[config.mk]
export PLATFORM = sky130hd
export DESIGN_NAME = apb_interconnect
export DESIGN_NICKNAME = d
export VERILOG_FILES = /design/src/rtl/apb_pkg.sv /design/src/rtl/apb_addr_decode.sv /design/src/rtl/apb_interconnect.sv
export SDC_FILE = /design/constraint.sdc
export NUM_CORES = 1
export LEC_CHECK = 0
export ABC_CLOCK_PERIOD_IN_PS = 5400
export CAP_MARGIN = 20
export CORE_ASPECT_RATIO = 0.75
export CORE_UTILIZATION = 43
export DETAILED_ROUTE_END_ITERATION = 8
export MAX_ROUTING_LAYER = met4
export PLACE_DENSITY = 0.92
export SYNTH_ARGS = -nofsm -noshare
export SYNTH_HDL_FRONTEND = slang
export SYNTH_SLANG_ARGS = --single-unit
[constraint.sdc]
create_clock -name pclk -period 5.4 [get_ports pclk]
set_input_delay 1.08 -clock pclk [delete_from_list [all_inputs] [get_ports pclk]]
set_output_delay 1.08 -clock pclk [all_outputs]
set_load 0.005 [all_outputs]
[src/rtl/apb_pkg.sv]
// rtl/apb_pkg.sv - shared types and default memory map for the APB interconnect
package apb_pkg;

    typedef enum logic [1:0] {
        FAULT_UNMAPPED = 2'd0,
        FAULT_SLVERR   = 2'd1,
        FAULT_TIMEOUT  = 2'd2,
        FAULT_PROTO    = 2'd3
    } fault_cause_t;

    typedef enum logic [1:0] {
        IDLE   = 2'd0,
        SETUP  = 2'd1,
        ACCESS = 2'd2
    } apb_state_t;

    localparam logic [31:0] SRAM_BASE   = 32'h8000_0000;
    localparam logic [31:0] SRAM_MASK   = 32'h8000_0000;
    localparam logic [31:0] UART_BASE   = 32'h1000_0000;
    localparam logic [31:0] UART_MASK   = 32'hFE00_0000;
    localparam logic [31:0] SYSTEM_BASE = 32'h0000_0000;
    localparam logic [31:0] SYSTEM_MASK = 32'hFFFF_0000;
    localparam logic [31:0] INTC_BASE   = 32'h2000_0000;
    localparam logic [31:0] INTC_MASK   = 32'hFFFF_FFFF;

    // Slave 0 sits in the lowest slice: SRAM=0, UART=1, SYSTEM=2, INTC=3.
    localparam logic [127:0] DEFAULT_SLAVE_BASE = {INTC_BASE, SYSTEM_BASE, UART_BASE, SRAM_BASE};
    localparam logic [127:0] DEFAULT_SLAVE_MASK = {INTC_MASK, SYSTEM_MASK, UART_MASK, SRAM_MASK};

endpackage

[src/rtl/apb_addr_decode.sv]
// rtl/apb_addr_decode.sv - base/mask address match with lowest-index priority
module apb_addr_decode #(
    parameter int ADDR_WIDTH = 32,
    parameter int NUM_SLAVES = 4,
    parameter int IDX_W      = 2,
    parameter logic [NUM_SLAVES*ADDR_WIDTH-1:0] SLAVE_BASE = '0,
    parameter logic [NUM_SLAVES*ADDR_WIDTH-1:0] SLAVE_MASK = '0
) (
    input  logic [ADDR_WIDTH-1:0] addr,
    output logic                  hit,
    output logic [IDX_W-1:0]      idx
);

    logic [ADDR_WIDTH-1:0] base_i;
    logic [ADDR_WIDTH-1:0] mask_i;

    // Scanning downwards lets the lowest matching index overwrite higher ones.
    always_comb begin
        hit    = 1'b0;
        idx    = '0;
        base_i = '0;
        mask_i = '0;
        for (int i = NUM_SLAVES - 1; i >= 0; i--) begin
            base_i = SLAVE_BASE[i*ADDR_WIDTH +: ADDR_WIDTH];
            mask_i = SLAVE_MASK[i*ADDR_WIDTH +: ADDR_WIDTH];
            if ((addr & mask_i) == (base_i & mask_i)) begin
                hit = 1'b1;
                idx = IDX_W'(i);
            end
        end
    end

endmodule

[src/rtl/apb_interconnect.sv]
// rtl/apb_interconnect.sv - APB router with latched decode, timeout watchdog and fault capture
module apb_interconnect
    import apb_pkg::*;
#(
    parameter int ADDR_WIDTH     = 32,
    parameter int DATA_WIDTH     = 32,
    parameter int NUM_SLAVES     = 4,
    parameter logic [NUM_SLAVES*ADDR_WIDTH-1:0] SLAVE_BASE = DEFAULT_SLAVE_BASE,
    parameter logic [NUM_SLAVES*ADDR_WIDTH-1:0] SLAVE_MASK = DEFAULT_SLAVE_MASK,
    parameter int TIMEOUT_CYCLES = 255
) (
    input  logic                             pclk,
    input  logic                             rst,
    input  logic [ADDR_WIDTH-1:0]            paddr,
    input  logic                             psel,
    input  logic                             penable,
    output logic [DATA_WIDTH-1:0]            prdata,
    output logic                             pready,
    output logic                             perr,
    output logic [NUM_SLAVES-1:0]            s_sel,
    output logic [NUM_SLAVES-1:0]            s_enable,
    input  logic [NUM_SLAVES*DATA_WIDTH-1:0] s_rdata,
    input  logic [NUM_SLAVES-1:0]            s_ready,
    input  logic [NUM_SLAVES-1:0]            s_perr,
    output logic                             fault_valid,
    output logic                             fault_overflow,
    output logic [ADDR_WIDTH-1:0]            fault_addr,
    output logic [1:0]                       fault_cause,
    input  logic                             fault_clear
);

    localparam int IDX_W = (NUM_SLAVES > 1) ? $clog2(NUM_SLAVES) : 1;
    localparam int CNT_W = (TIMEOUT_CYCLES > 0) ? $clog2(TIMEOUT_CYCLES + 1) : 1;
    localparam logic [CNT_W-1:0] TMO_VAL = CNT_W'(TIMEOUT_CYCLES);
    localparam logic [CNT_W-1:0] CNT_MAX = '1;
    localparam bit TMO_EN = (TIMEOUT_CYCLES != 0);

    apb_state_t            state_q, state_d;
    logic [IDX_W-1:0]      idx_q, idx_d;
    logic                  hit_q, hit_d;
    logic [ADDR_WIDTH-1:0] addr_q, addr_d;
    logic [CNT_W-1:0]      cnt_q, cnt_d;

    logic                  fault_valid_q, fault_valid_d;
    logic                  fault_overflow_q, fault_overflow_d;
    logic [ADDR_WIDTH-1:0] fault_addr_q, fault_addr_d;
    fault_cause_t          fault_cause_q, fault_cause_d;

    logic                  dec_hit;
    logic [IDX_W-1:0]      dec_idx;

    logic [NUM_SLAVES-1:0] sel_c, en_c;
    logic                  pready_c, perr_c;
    logic [DATA_WIDTH-1:0] prdata_c;
    logic                  ev_fault;
    fault_cause_t          ev_cause;
    logic [ADDR_WIDTH-1:0] ev_addr;

    apb_addr_decode #(
        .ADDR_WIDTH (ADDR_WIDTH),
        .NUM_SLAVES (NUM_SLAVES),
        .IDX_W      (IDX_W),
        .SLAVE_BASE (SLAVE_BASE),
        .SLAVE_MASK (SLAVE_MASK)
    ) u_decode (
        .addr (paddr),
        .hit  (dec_hit),
        .idx  (dec_idx)
    );

    always_comb begin
        state_d  = state_q;
        idx_d    = idx_q;
        hit_d    = hit_q;
        addr_d   = addr_q;
        cnt_d    = cnt_q;
        sel_c    = '0;
        en_c     = '0;
        pready_c = 1'b0;
        perr_c   = 1'b0;
        prdata_c = '0;
        ev_fault = 1'b0;
        ev_cause = FAULT_UNMAPPED;
        ev_addr  = addr_q;
        case (state_q)
            IDLE: begin
                if (psel && penable) begin
                    pready_c = 1'b1;
                    perr_c   = 1'b1;
                    ev_fault = 1'b1;
                    ev_cause = FAULT_PROTO;
                    ev_addr  = paddr;
                end else if (psel) begin
                    state_d = SETUP;
                end
            end
            SETUP: begin
                // Entered speculatively after a completion; a master that went idle aborts here.
                if (!psel) begin
                    state_d = IDLE;
                end else begin
                    if (dec_hit) sel_c[dec_idx] = 1'b1;
                    idx_d   = dec_idx;
                    hit_d   = dec_hit;
                    addr_d  = paddr;
                    cnt_d   = '0;
                    state_d = ACCESS;
                end
            end
            ACCESS: begin
                if (!psel) begin
                    pready_c = 1'b1;
                    perr_c   = 1'b1;
                    ev_fault = 1'b1;
                    ev_cause = FAULT_PROTO;
                    ev_addr  = paddr;
                    state_d  = IDLE;
                end else if (!hit_q) begin
                    pready_c = 1'b1;
                    perr_c   = 1'b1;
                    ev_fault = 1'b1;
                    ev_cause = FAULT_UNMAPPED;
                    state_d  = SETUP;
                end else if (s_ready[idx_q]) begin
                    sel_c[idx_q] = 1'b1;
                    en_c[idx_q]  = penable;
                    pready_c     = 1'b1;
                    perr_c       = s_perr[idx_q];
                    prdata_c     = s_rdata[idx_q*DATA_WIDTH +: DATA_WIDTH];
                    ev_fault     = s_perr[idx_q];
                    ev_cause     = FAULT_SLVERR;
                    state_d      = SETUP;
                end else if (TMO_EN && (cnt_q == TMO_VAL)) begin
                    pready_c = 1'b1;
                    perr_c   = 1'b1;
                    ev_fault = 1'b1;
                    ev_cause = FAULT_TIMEOUT;
                    state_d  = SETUP;
                end else begin
                    sel_c[idx_q] = 1'b1;
                    en_c[idx_q]  = penable;
                    cnt_d        = (cnt_q == CNT_MAX) ? cnt_q : cnt_q + 1'b1;
                end
            end
            default: state_d = IDLE;
        endcase
    end

    // Clear is applied before capture so a same-cycle fault lands as a fresh first record.
    always_comb begin
        fault_valid_d    = fault_valid_q;
        fault_overflow_d = fault_overflow_q;
        fault_addr_d     = fault_addr_q;
        fault_cause_d    = fault_cause_q;
        if (fault_clear) begin
            fault_valid_d    = 1'b0;
            fault_overflow_d = 1'b0;
            fault_addr_d     = '0;
            fault_cause_d    = FAULT_UNMAPPED;
        end
        if (ev_fault) begin
            if (!fault_valid_d) begin
                fault_valid_d = 1'b1;
                fault_addr_d  = ev_addr;
                fault_cause_d = ev_cause;
            end else begin
                fault_overflow_d = 1'b1;
            end
        end
    end

    always_ff @(posedge pclk or posedge rst) begin
        if (rst) begin
            state_q          <= IDLE;
            idx_q            <= '0;
            hit_q            <= 1'b0;
            addr_q           <= '0;
            cnt_q            <= '0;
            fault_valid_q    <= 1'b0;
            fault_overflow_q <= 1'b0;
            fault_addr_q     <= '0;
            fault_cause_q    <= FAULT_UNMAPPED;
        end else begin
            state_q          <= state_d;
            idx_q            <= idx_d;
            hit_q            <= hit_d;
            addr_q           <= addr_d;
            cnt_q            <= cnt_d;
            fault_valid_q    <= fault_valid_d;
            fault_overflow_q <= fault_overflow_d;
            fault_addr_q     <= fault_addr_d;
            fault_cause_q    <= fault_cause_d;
        end
    end

    // Gate with rst so slaves see sel fall immediately, even on the IDLE violation path.
    assign s_sel          = rst ? '0 : sel_c;
    assign s_enable       = rst ? '0 : en_c;
    assign pready         = rst ? 1'b0 : pready_c;
    assign perr           = rst ? 1'b0 : perr_c;
    assign prdata         = rst ? '0 : prdata_c;
    assign fault_valid    = fault_valid_q;
    assign fault_overflow = fault_overflow_q;
    assign fault_addr     = fault_addr_q;
    assign fault_cause    = fault_cause_q;

endmodule

# Word-level counts from Yosys, hierarchy flattened
# Index checks and enable logic that the tools add are counted.
[totals]
out_inout_bits = 78
reg_bits = 81
inputBits = 173
word_cells = 119
[classes]
n_shift = 1
n_eq_ne = 13
n_mux = 81
reduce_logical = 9
n_addsub = 1
bitwise = 1
n_lt_le_gt_ge = 4
[op_table]
columns = ["op", "count"]
rows = [
  ["32-bit two-way mux", 10],
  ["128-bit by 8-bit variable part select with 32-bit output", 1],
  ["32-bit case mux with 2 select lines", 1],
  ["4-bit two-way mux", 13],
  ["8-bit two-way mux", 5],
  ["2-bit two-way mux", 19],
  ["32-bit by 30-bit == test with 1-bit output (second input constant)", 1],
  ["32-bit logical NOT", 1],
  ["1-bit two-way mux", 23],
  ["8-bit case mux with 2 select lines", 1],
  ["2-bit inequality test (second input constant)", 7],
  ["8-bit by 1-bit adder with 8-bit output (second input constant)", 1],
  ["8-bit == test (second input constant)", 1],
  ["4-bit case mux with 2 select lines", 1],
  ["7-bit by 4-bit == test with 1-bit output (second input constant)", 1],
  ["2-bit by 3-bit less-than comparator with 1-bit output (second input constant)", 2],
  ["2-bit case mux with 3 select lines", 1],
  ["6-bit AND reduction", 1],
  ["5-bit inequality test (second input constant)", 1],
  ["4-bit AND", 1],
  ["1-bit binary-select mux with 2-bit select", 2],
  ["1-bit demux with 2-bit select", 2],
  ["2-bit by 1-bit >= comparator with 1-bit output (second input constant)", 2],
  ["1-bit case mux with 2 select lines", 2],
  ["8 further kinds", 10],
]

# Depth between registers and ports, before layout
[depth]
depth_word = 13
depth_mapped = 9
depth_no_buf = 7

# Hierarchy
# Synthesis repeated with hierarchy kept, for this count alone.
[hier_totals]
cells_unflattened = 450
area_unflattened_um2 = 5252.5
[modules_own_cells]
columns = ["module", "instances", "area_each_um2", "seq_area_each_um2", "cells_per_inst"]
rows = [
  ["apb_interconnect", 1, 5084.9, 2026.9, 430],
  ["apb_addr_decode", 1, 167.7, 0.0, 20],
]

# Worst setup path before layout
# Ideal clock, no wire load.
[synth_timing]
path_kind = "input to output"
from = "input rst"
to = "output s_sel[0]"
n_path_buf = 0
cell_stages = 3
t_required_ns = 4.320
path_slack_ns = 0.989
arrival_time_ns = 3.331
cell_sequence = "inv_1 nand2_1 a21oi_1"
[synth_between]
elab_chain_cells = 1
[synth_lines]
columns = ["item", "line_no", "rtl"]
rows = [
  ["from (decl)", "apb_interconnect.sv:13", "input logic rst,"],
  ["4-bit two-way mux", "apb_interconnect.sv:197", "assign s_sel = rst ? '0 : sel_c;"],
  ["to (decl)", "apb_interconnect.sv:20", "output logic [NUM_SLAVES-1:0] s_sel,"],
]
# No other way between the ends.

# Final worst setup path
[layout_timing]
from = "input psel"
to = "output s_sel[2]"
[layout_between]
elab_chain_cells = 3
elab_cells_between_ends = 4
cone_classes = "mux: 4"
[layout_lines]
columns = ["item", "line_no", "rtl"]
rows = [
  ["from (decl)", "apb_interconnect.sv:15", "input logic psel,"],
  ["4-bit two-way mux (on tied branches)", "apb_interconnect.sv:111, apb_interconnect.sv:99", ""],
  ["4-bit case mux with 2 select lines (*)", "apb_interconnect.sv:85", "case (state_q)"],
  ["4-bit two-way mux (*)", "apb_interconnect.sv:197", ""],
]
# Every way passes the cells marked *; elsewhere a longest branch is shown, timed or not.

==> impl_metrics.ini <==
[status]
status = complete, no violations

[synthesis]
synth_ff_type = dfrtp_1
seq_area_frac_synth_pct = 42.05
async_flop_share_pct = 100.0
synth_top_area_share_pct = 42.05
yosysMostFrequentCell = dfrtp_1
synth_edf_count = 0
syn_avg_cell_area_sq_um = 11.03
yosys_warnings = 0
ys_ff_latch = 81
synthCells = 437
syn_nets = 615
ys_top_cells_by_count = dfrtp_1, nand2_1, and3_1
synth_cell_types = 45
synth.top_cells.by_area = dfrtp_1, mux4_2, mux2_2
synth_top_area_cell = dfrtp_1
syn_area_sq_um = 4821

[timing]
layout_setup_ws_ns = 0.7880
rsz0062_at_grt = false
finalHoldViolCount = 0
slew_violations = 0
finalCritPeriodShare_pct = 85.41
fmaxAchievable_ghz = 0.2168
setup_viol = 0
max-slew-margin-rel_pct = 32.67
finClkSkew_ns = 0.006092
worst_pin_slew_ns = 1.010
fin_crit_ns = 4.612
tns_ns = 0

[placed_design]
port_buffers = 250
dp_slack_ns = 0.8610
gp_congestion = 0.9690
hpwlAfterDp_mm = 13.75

[floorplan]
die_area_sq_um = 11640
die_x_um = 124.3
initial_core_util_pct = 44.23
num_rows = 33
fp.dieH_um = 93.70
core_sq_um = 10900
num_io_pins = 251

[worst_setup_path]
required_ns = 4.32
end_kind = output pin
worstPathArrival_ns = 3.53
crit_fanout = 9
path_class = input port to output pin
critPathLaunchType = input port

[power]
powerDensity_nw_per_um2 = 411.1
ir_drop_mv = 0.2219
p_leak_nw = 3.160

[clock_tree]
clkLatencyLatePin_ns = 0.34
clk_pin_slew_ns = 0.05
cts_sinks = 81
cts_resized = 0
root_buffer = clkbuf_16
postCtsSetupRepairBufs = 0
numCtsBuffers = 9
ctsHoldBuffers = 0
htreeDepth = 3
cts_max_path_buffers = 2
cts_tree = built

[routing]
firstDrtPassIters = 6
wirelength_mm = 17.93
postRouteAntennaNets = 0
drt-initial-drc-count = 435
drc_errors = 0
routedWlPerCell_um = 21.78
vias = 4878
vias_per_cell = 5.927

[final_layout]
nNetsFinal = 853
syn2layout_area_growth_pct = 61.22
drive_gt1_share_pct = 15.00

[global_route]
antenna_found_initial = 2
grt_use_total_pct = 32.19
grt_pass1_vias = 4974
grt-ovfl-total = 0
grt_max_degree = 82
grt_pass1_wl_mm = 27.74

[worst_hold_path]
min_path_type = flop to flop

[flow_run]
maxCapViolCount = 0
-- per-layer routing --
layer / vias up / GRT usage (%) / part of all wire, %
met2: 251 / 51.89 / 49
met5: - / - / 0
li1: 2133 / - / -
met1: 2438 / 39.65 / 40
met3: 56 / 6.264 / 7.3
met4: 0 / 14.86 / 4.4
-- worst max-delay path, stage by stage --
cell	delay (ns)
clkdlybuf4s50_1	0.67
nand2_1	0.12
or2_2	0.31
nor4_1	0.53
a32oi_1	0.18
nor2_1	0.12
clkdlybuf4s50_1	0.52
-- report_power, final --
part	total [mW]	internal [mW]	switching, mW
logic	1.49	0.825	0.660
clock network	0.678	0.442	0.236
registers	1.03	0.871	0.161
total	3.20	2.14	1.06
-- per-stage QoR --
step                cell area (sq um)  instances  hold slack, ns  utilization (%)  power (mW)
floorplan                        4821        437          0.4470                -       1.895
global placement                 7410        803          0.4610            67.98       2.436
detailed placement               7425        804          0.4740            68.11       2.512
CTS                              7765        820          0.4875            71.24       3.206
global route                     7770        822          0.5115            71.28       3.397
finish                           7772        823          0.4855            71.30       3.195
-- registers in the layout (all words and copies together), names as in the netlist --
name and count:
hit_q 1, fault_addr 32, idx_q 2, fault_valid 1
addr_q 32, fault_overflow 1, cnt_q 8, state_q 2
fault_cause 2
-- final timing paths --
path	start	end	slack (ns)	cells past startpoint
min in group asynchronous	rst	cnt_q[7]$_DFFE_PP0P_	1.57	3
worst max register to register	idx_q[1]$_DFFE_PP0P_	fault_addr[31]$_DFF_PP0_	2.50	6
worst max-delay path	psel	s_sel[2]	0.79	7
worst min-delay path	fault_addr[1]$_DFF_PP0_	fault_addr[1]$_DFF_PP0_	0.49	2
max in group asynchronous	rst	idx_q[0]$_DFFE_PP0P_	3.15	3
worst min register to register	fault_addr[1]$_DFF_PP0_	fault_addr[1]$_DFF_PP0_	0.49	2
-- cell families after synthesis --
logic type	count (synthesis)	share of synthesized area (%)
flip-flops	81	42.05
adder cells (fa/ha/maj)	5	1.298
AO/OA/AOI/OAI	100	14.09
buffers and inverters	43	4.153
XOR/XNOR	4	0.7266
AND/OR/NAND/NOR	140	14.79
multiplexers	64	22.89
-- cell usage in the layout, fill, tap and decap left out, drive strengths merged, types with 3 or more instances in the layout --
cell             n
nand3            8
clkbuf          12
nor2            18
a32oi            3
clkinv           3
ha               5
nor4             4
clkdlybuf4s50  250
or3              3
xor2             4
and3            35
a22oi           32
buf             10
inv              9
nor3             8
nand2b           3
a21oi            7
o21ai           43
mux4            34
nand3b           3
nand2           50
diode            3
mux2            30
dfrtp           81
-- layout make-up --
cell class / instances / area [sq um]
multi-input cells: 313 / 2597
clock buffers: 12 / 266.5
fillers: 744 / 3128
well taps: 140 / 175.2
clock inverters: 4 / 73.82
inverters: 10 / 38.79
diodes: 3 / 7.507
repair buffers: 260 / 2585
flip-flops and latches: 81 / 2028
Note: power is estimated with default switching activity, not from simulation.
